### config.mk
export PLATFORM = sky130hd
export DESIGN_NAME = text_pixel_mixer
export DESIGN_NICKNAME = d
export VERILOG_FILES = /design/src/rtl/text_pixel_mixer.sv
export SDC_FILE = /design/constraint.sdc
export NUM_CORES = 1
export LEC_CHECK = 0
export ABC_CLOCK_PERIOD_IN_PS = 1900
export CAP_MARGIN = 20
export CORE_ASPECT_RATIO = 1.1
export CORE_UTILIZATION = 55
export DETAILED_ROUTE_END_ITERATION = 12
export PLACE_DENSITY_LB_ADDON = 0.08
export RECOVER_POWER = 50
export SLEW_MARGIN = 15
export SYNTH_ARGS = -nofsm -noshare
export SYNTH_HDL_FRONTEND = slang
export SYNTH_SLANG_ARGS = --single-unit
### constraint.sdc
create_clock -name i_clk -period 1.9 [get_ports i_clk]
set_clock_uncertainty 0.05 [all_clocks]
set_input_delay 0.19 -clock i_clk [delete_from_list [all_inputs] [get_ports i_clk]]
set_output_delay 0.19 -clock i_clk [all_outputs]
set_load 0.03 [all_outputs]
### src/rtl/text_pixel_mixer.sv
// text_pixel_mixer: aligns timing to overlay read latency and composites glyph/box/background (optional blink: TEXT_BLINK_EN)
module text_pixel_mixer #(
   parameter int              CW           = 8,
   parameter int              RD_LATENCY   = 2,
   parameter logic [3*CW-1:0] DEFAULT_FG   = 24'hFFFFFF,
   parameter logic [3*CW-1:0] DEFAULT_BOX  = 24'h000080,
   parameter int              BLINK_FRAMES = 30
) (
   input  logic            i_clk,
   input  logic            i_reset,
   input  logic            i_hsync,
   input  logic            i_vsync,
   input  logic            i_de,
   input  logic            i_nf,
   input  logic [3*CW-1:0] i_bg_rgb,
   output logic            o_rd_en,
   input  logic            i_txt_dv,
   input  logic            i_txt_data,
   input  logic            i_box_en,
   input  logic            i_blink,
   input  logic            i_color_wr,
   input  logic [3*CW-1:0] i_fg_color,
   input  logic [3*CW-1:0] i_box_color,
   output logic            o_color_ack,
   output logic            o_busy,
   output logic            o_hsync,
   output logic            o_vsync,
   output logic            o_de,
   output logic [3*CW-1:0] o_rgb
);
   localparam int PW = 3*CW + 3;
   typedef enum logic {IDLE, PENDING} state_t;
   state_t          state, state_nx;
   logic [PW-1:0]   pipe [RD_LATENCY];
   logic [3*CW-1:0] fg, box, sh_fg, sh_box, fg_nx, box_nx, sh_fg_nx, sh_box_nx, bg_d, rgb_nx;
   logic            hs_d, vs_d, de_d, hide;
   assign o_rd_en = i_de;
   assign {hs_d, vs_d, de_d, bg_d} = pipe[RD_LATENCY-1];
   assign o_busy = (state == PENDING);
   // timing/background delay line matching the overlay read latency
   always_ff @(posedge i_clk) begin
      if (i_reset) begin
         for (int i = 0; i < RD_LATENCY; i++) pipe[i] <= '0;
      end else begin
         pipe[0] <= {i_hsync, i_vsync, i_de, i_bg_rgb};
         for (int i = 1; i < RD_LATENCY; i++) pipe[i] <= pipe[i-1];
      end
   end
   // compositing priority: blanking, glyph, box, background
   always_comb begin
      rgb_nx = !de_d ? '0 : (i_txt_dv && i_txt_data && !hide) ? fg : (i_txt_dv && i_box_en) ? box : bg_d;
   end
   // output register, one stage after the aligned point
   always_ff @(posedge i_clk) begin
      if (i_reset) begin
         o_hsync <= 1'b0;
         o_vsync <= 1'b0;
         o_de    <= 1'b0;
         o_rgb   <= '0;
      end else begin
         o_hsync <= hs_d;
         o_vsync <= vs_d;
         o_de    <= de_d;
         o_rgb   <= rgb_nx;
      end
   end
   // shadow capture and frame-boundary promotion; a write coincident with i_nf lands immediately
   always_comb begin
      state_nx  = state;
      sh_fg_nx  = sh_fg;
      sh_box_nx = sh_box;
      fg_nx     = fg;
      box_nx    = box;
      if (i_color_wr) begin
         sh_fg_nx  = i_fg_color;
         sh_box_nx = i_box_color;
         state_nx  = PENDING;
      end
      if (i_nf && (state == PENDING || i_color_wr)) begin
         fg_nx    = sh_fg_nx;
         box_nx   = sh_box_nx;
         state_nx = IDLE;
      end
   end
   // colour state registers and write acknowledge
   always_ff @(posedge i_clk) begin
      if (i_reset) begin
         state       <= IDLE;
         fg          <= DEFAULT_FG;
         box         <= DEFAULT_BOX;
         sh_fg       <= DEFAULT_FG;
         sh_box      <= DEFAULT_BOX;
         o_color_ack <= 1'b0;
      end else begin
         state       <= state_nx;
         fg          <= fg_nx;
         box         <= box_nx;
         sh_fg       <= sh_fg_nx;
         sh_box      <= sh_box_nx;
         o_color_ack <= i_color_wr;
      end
   end
`ifdef TEXT_BLINK_EN
   localparam int FCW = $clog2(BLINK_FRAMES + 1);
   logic [FCW-1:0] fcnt;
   logic           phase;
   assign hide = i_blink & phase;
   // frame counter toggles the blink phase every BLINK_FRAMES frames
   always_ff @(posedge i_clk) begin
      if (i_reset) begin
         fcnt  <= '0;
         phase <= 1'b0;
      end else if (i_nf) begin
         fcnt  <= (fcnt == FCW'(BLINK_FRAMES - 1)) ? '0 : fcnt + 1'b1;
         phase <= (fcnt == FCW'(BLINK_FRAMES - 1)) ? ~phase : phase;
      end
   end
`else
   logic blink_unused;
   assign blink_unused = i_blink;
   assign hide = 1'b0;
`endif
endmodule
## After elaboration in Yosys (flattened, before gate mapping)

Memories as Yosys holds them, arrays and structs flattened.
Cells that the tools add are included.
W data, S select, Z words.

| operators by class | value |
|---|---|
| muxes and demuxes | 9 |
| bitwise logic cells | 3 |
| reductions and logical operators | 6 |

Operators by type and width:

| operator | number |
|---|---|
| $mux W24 | 4 |
| $mux W27 | 2 |
| $reduce_or A2 Y1 | 2 |
| $logic_and A1 B1 Y1 | 3 |
| $mux W1 | 3 |
| $or A1 B1 Y1 | 2 |
| $logic_or A1 B1 Y1 | 1 |
| $not A1 Y1 | 1 |

| storage, ports and cells | value |
|---|---|
| register bits after elaboration | 125 |
| memory bits (writable) | 54 |
| bits of input ports | 83 |
| output and inout bits | 30 |
| logic and storage cells | 29 |
| memories kept | 1 |

Memories:

| memory | depth | width | rd ports | clocked after memory_dff | write ports | line | source |
|---|---|---|---|---|---|---|---|
| pipe | 2 | 27 | 2 | 0 | 2 | 34 | `logic [PW-1:0] pipe [RD_LATENCY];` |

## Logic depth before layout (Yosys ltp)

| depth | value |
|---|---|
| word-level depth | 3 |
| gate-level depth with buffers | 6 |
| mapped depth without buffers | 3 |

## Least setup slack after synthesis

Ideal clock, no wire load.

| path | value |
|---|---|
| kind | reg2reg |
| from | reg state (netlist: o_busy) |
| to | reg box[5] |
| setup time | 0.080 ns |
| arrival | 1.219 ns |
| data required time | 1.770 ns |
| slack | 0.551 ns |
| stages on the path, launching flop included | 6 |
| path buffers | 2 |
| clock period less this slack | 1.349 ns |
| cells stage by stage | dfxtp_1 -> o21a_1 -> buf_6 -> buf_6 -> nor2_1 -> a211oi_2 |

| between the ends | value |
|---|---|
| cells in the longest elaborated chain, start to end | 2 |

Ends and longest elaborated chain:

| element | line | source |
|---|---|---|
| from (decl) | 33 | `state_t state, state_nx;` |
| from (signal assigned) | 95 | `state <= state_nx;` |
| $logic_or A1 B1 Y1 | 79 | `if (i_nf && (state == PENDING \|\| i_color_wr)) begin` |
| $logic_and A1 B1 Y1 | 79 |  |
| to (signal assigned) | 97 | `box <= box_nx;` |
| to (decl) | 35 | `logic [3*CW-1:0] fg, box, sh_fg, sh_box, fg_nx, box_nx, sh_fg_nx, sh_box_nx, bg_d, rgb_nx;` |

No other way between the ends.
A chain may end at the register's enable or synchronous reset.

## Final worst setup path

| path | value |
|---|---|
| from | reg state (netlist: o_busy) |
| to | out o_busy |

RTL lines:

| element | line | source |
|---|---|---|
| to (decl) | 25 | `output logic o_busy,` |

No word-level cell between the ends.

==> results.md <==
- Row Count: 40
- Overall routing resource usage: 22.0%
- Commonest non-fill, non-tap cells in the layout: dfxtp_1, clkdlybuf4s50_1, nor2_1
- CP endpoint kind: output pin
- Die W: 103 um
- Area Growth Syn to Fin: 27.7%
- Clock transition at path regs: 70 ps
- Post-Layout Inst Area: 7810 sq um
- Critical path buffers and inverters: 1
- Max-Cap Viols: 0
- Drt pass-1 iters: 4
- Power Internal: 6070 uW
- GPL Wtd Cong: 0.814
- Share of total power in combinational logic: 9.0%
- Maximum vdd drop: 0.000611 V
- GRT Residual Overflow: 0
- Post-CTS Hold Fix Bufs: 0
- Nets@finish: 756
- Pwr/cell area: 1020 nW/um^2
- Clk buf depth: 2
- Initial antenna violation count: 0
- Core Box Area: 10,900 sq um
- Largest net degree at the start of global routing: 63
- Cell Chain, Critical Path: clkdlybuf4s50_1
- Net Switching: 1930 uW
- Total leakage power: 0.00302 uW
- Final WL: 12.0 mm
- Final setup TNS: 0 ps
- Vias in the first global route: 4,054
- Critical Path AT: 1550 ps
- Synth Net Count: 661
- Highest-delay cell along the critical path: clkdlybuf4s50_1
- Final setup viols: 0
- DR DRC count: 0
- CTS Buf Count: 17
- Period utilisation layout: 94.4%
- DR vias: 4,223
- WP data required: 1660 ps
- Clock sinks: 179
- First-pass GRT wire length: 19.4 mm
- CP top delay family: buffers and inverters
- Die ar.: 11,500 sq um
- Layout cells sized above 1: 9.77%
- Sw frac: 24.2%
- Final min period: 1790 ps
- Mapped Area: 6110 sq um
- IO Port Bufs: 111
- Clock share of power: 40.6%
- Setup Buffers After CTS: 0
- Share of power burned in registers: 50.4%
- TritonCTS clock tree: built
- Drt wl/cell: 14.4 um
- Startpoint Class: register
- Synth Instances: 578
- Post-DP HPWL: 7.87 mm
- Final Hold Vio Count: 0
- Vias/cell: 5.07
- Worst-Skew Late Latency: 420 ps
- CP Class: register to output pin
- Fmax: 0.558 GHz
- Min-delay worst type: primary input to register
- # fillers: 823
- CTS root buffer: clkbuf_16
- Synth warnings: 0
- Status: finished clean
- Slowest cell delay on critical path: 700 ps
- RSZ-0062 raised after global routing: no
- DR iter-0 viols: 295
- Initial core utilization: 56.3%
- Chip height: 113 um
- Routed Antenna Nets: 0
- Final max-slew violation count: 0
- Post-DP Area: 7300 sq um
- Cells resized by post-CTS repair: 0
- Post-synth cell types: 19
- Slew Limit Headroom: 31.4%
- Most common cell after layout, fill and taps aside: dfxtp_1
- Worst-margin pin slew: 1030 ps
- Htree depth: 4
- Num ports: 113
- Ant. Diodes: 0
- FF+latch count, synth: 179
- Tot Pwr: 8000 uW
- Seq/Total Area, Yosys: 58.6%
- Syn_area_per_cell: 10.6 sq um
- CP Max Fanout: 4
-- through the flow --
stage | hold slack [ps] | util, % | cells | setup slack, ps
finish | 141 | 71.9 | 833 | 107
global route | 178 | 71.9 | 833 | 54.8
CTS | 114 | 72.3 | 833 | 107
detailed placement | 371 | 67.2 | 801 | 310
global placement | 372 | 67.2 | 801 | 331
floorplan | 219 | - | 578 | 551
-- registers in the layout, summed over array words and instances, names as in the netlist --
| register | count |
|---|---|
| box | 24 |
| fg | 24 |
| o_busy | 1 |
| o_color_ack | 1 |
| o_de | 1 |
| o_hsync | 1 |
| o_rgb | 24 |
| o_vsync | 1 |
| pipe | 54 |
| sh_box | 24 |
| sh_fg | 24 |
-- per-layer routing --
metal / share of wire, % / track usage (%)
met3: 5.7 / 4.92
met5: 0 / 0
met1: 48 / 30.4
met2: 45 / 33.6
met4: 1.6 / 8.38
-- Yosys cell counts (all sizes together) --
cell	number	area share, %
dfxtp	179	59
nor2	72	4.4
nor2b	58	5.9
nand2	50	3.1
mux2i	48	7.9
a211o	25	3.6
buf	25	3.2
nand2b	25	2.6
o21ai	25	2.2
a31oi	24	2.5
a211oi	23	4.5
clkbuf	21	1.3
and2	1	0.10
nor3	1	0.082
o21a	1	0.12
-- cell families (layout without fill, tap and decap cells) --
logic type             after synthesis  after routing  share of synthesized area [%]
flip-flops                         179            179                           58.6
AO/OA/AOI/OAI                       98             98                           12.9
multiplexers                        48             48                           7.86
buffers and inverters               46            154                           4.50
AND/OR/NAND/NOR                    207            207                           16.2
-- final cells by class --
type,count,area (sq um),area share [%]
Clock buffer,18,439,5.62
Timing Repair Buffer,122,1230,15.7
Multi-Input combinational cell,353,2260,28.9
Tap cell,147,184,2.36
Clock inverter,14,118,1.51
Sequential cell,179,3580,45.9
-- worst paths after layout --
path / startpoint / to / slack [ps] / cells past startpoint
max: o_busy / o_busy / 110 / 1
min: i_color_wr / sh_box[15] / 140 / 3
max reg2reg: o_busy / fg[10] / 530 / 4
min reg2reg: pipe[0][23] / pipe[0][50] / 380 / 1
-- power groups by stage --
stage / clock (uW) / combinational (uW) / sequential, uW
floorplan: 0 / 441 / 4110
global placement: 0 / 714 / 4110
detailed placement: 0 / 736 / 4110
CTS: 3290 / 742 / 4030
global route: 3450 / 789 / 4050
finish: 3250 / 720 / 4030
-- tightest hold or removal path, cell delays in order --
cell,delay (ps)
buf_2,170
mux2i_1,130
nor2_1,90
(Power assumes the default switching activity.)
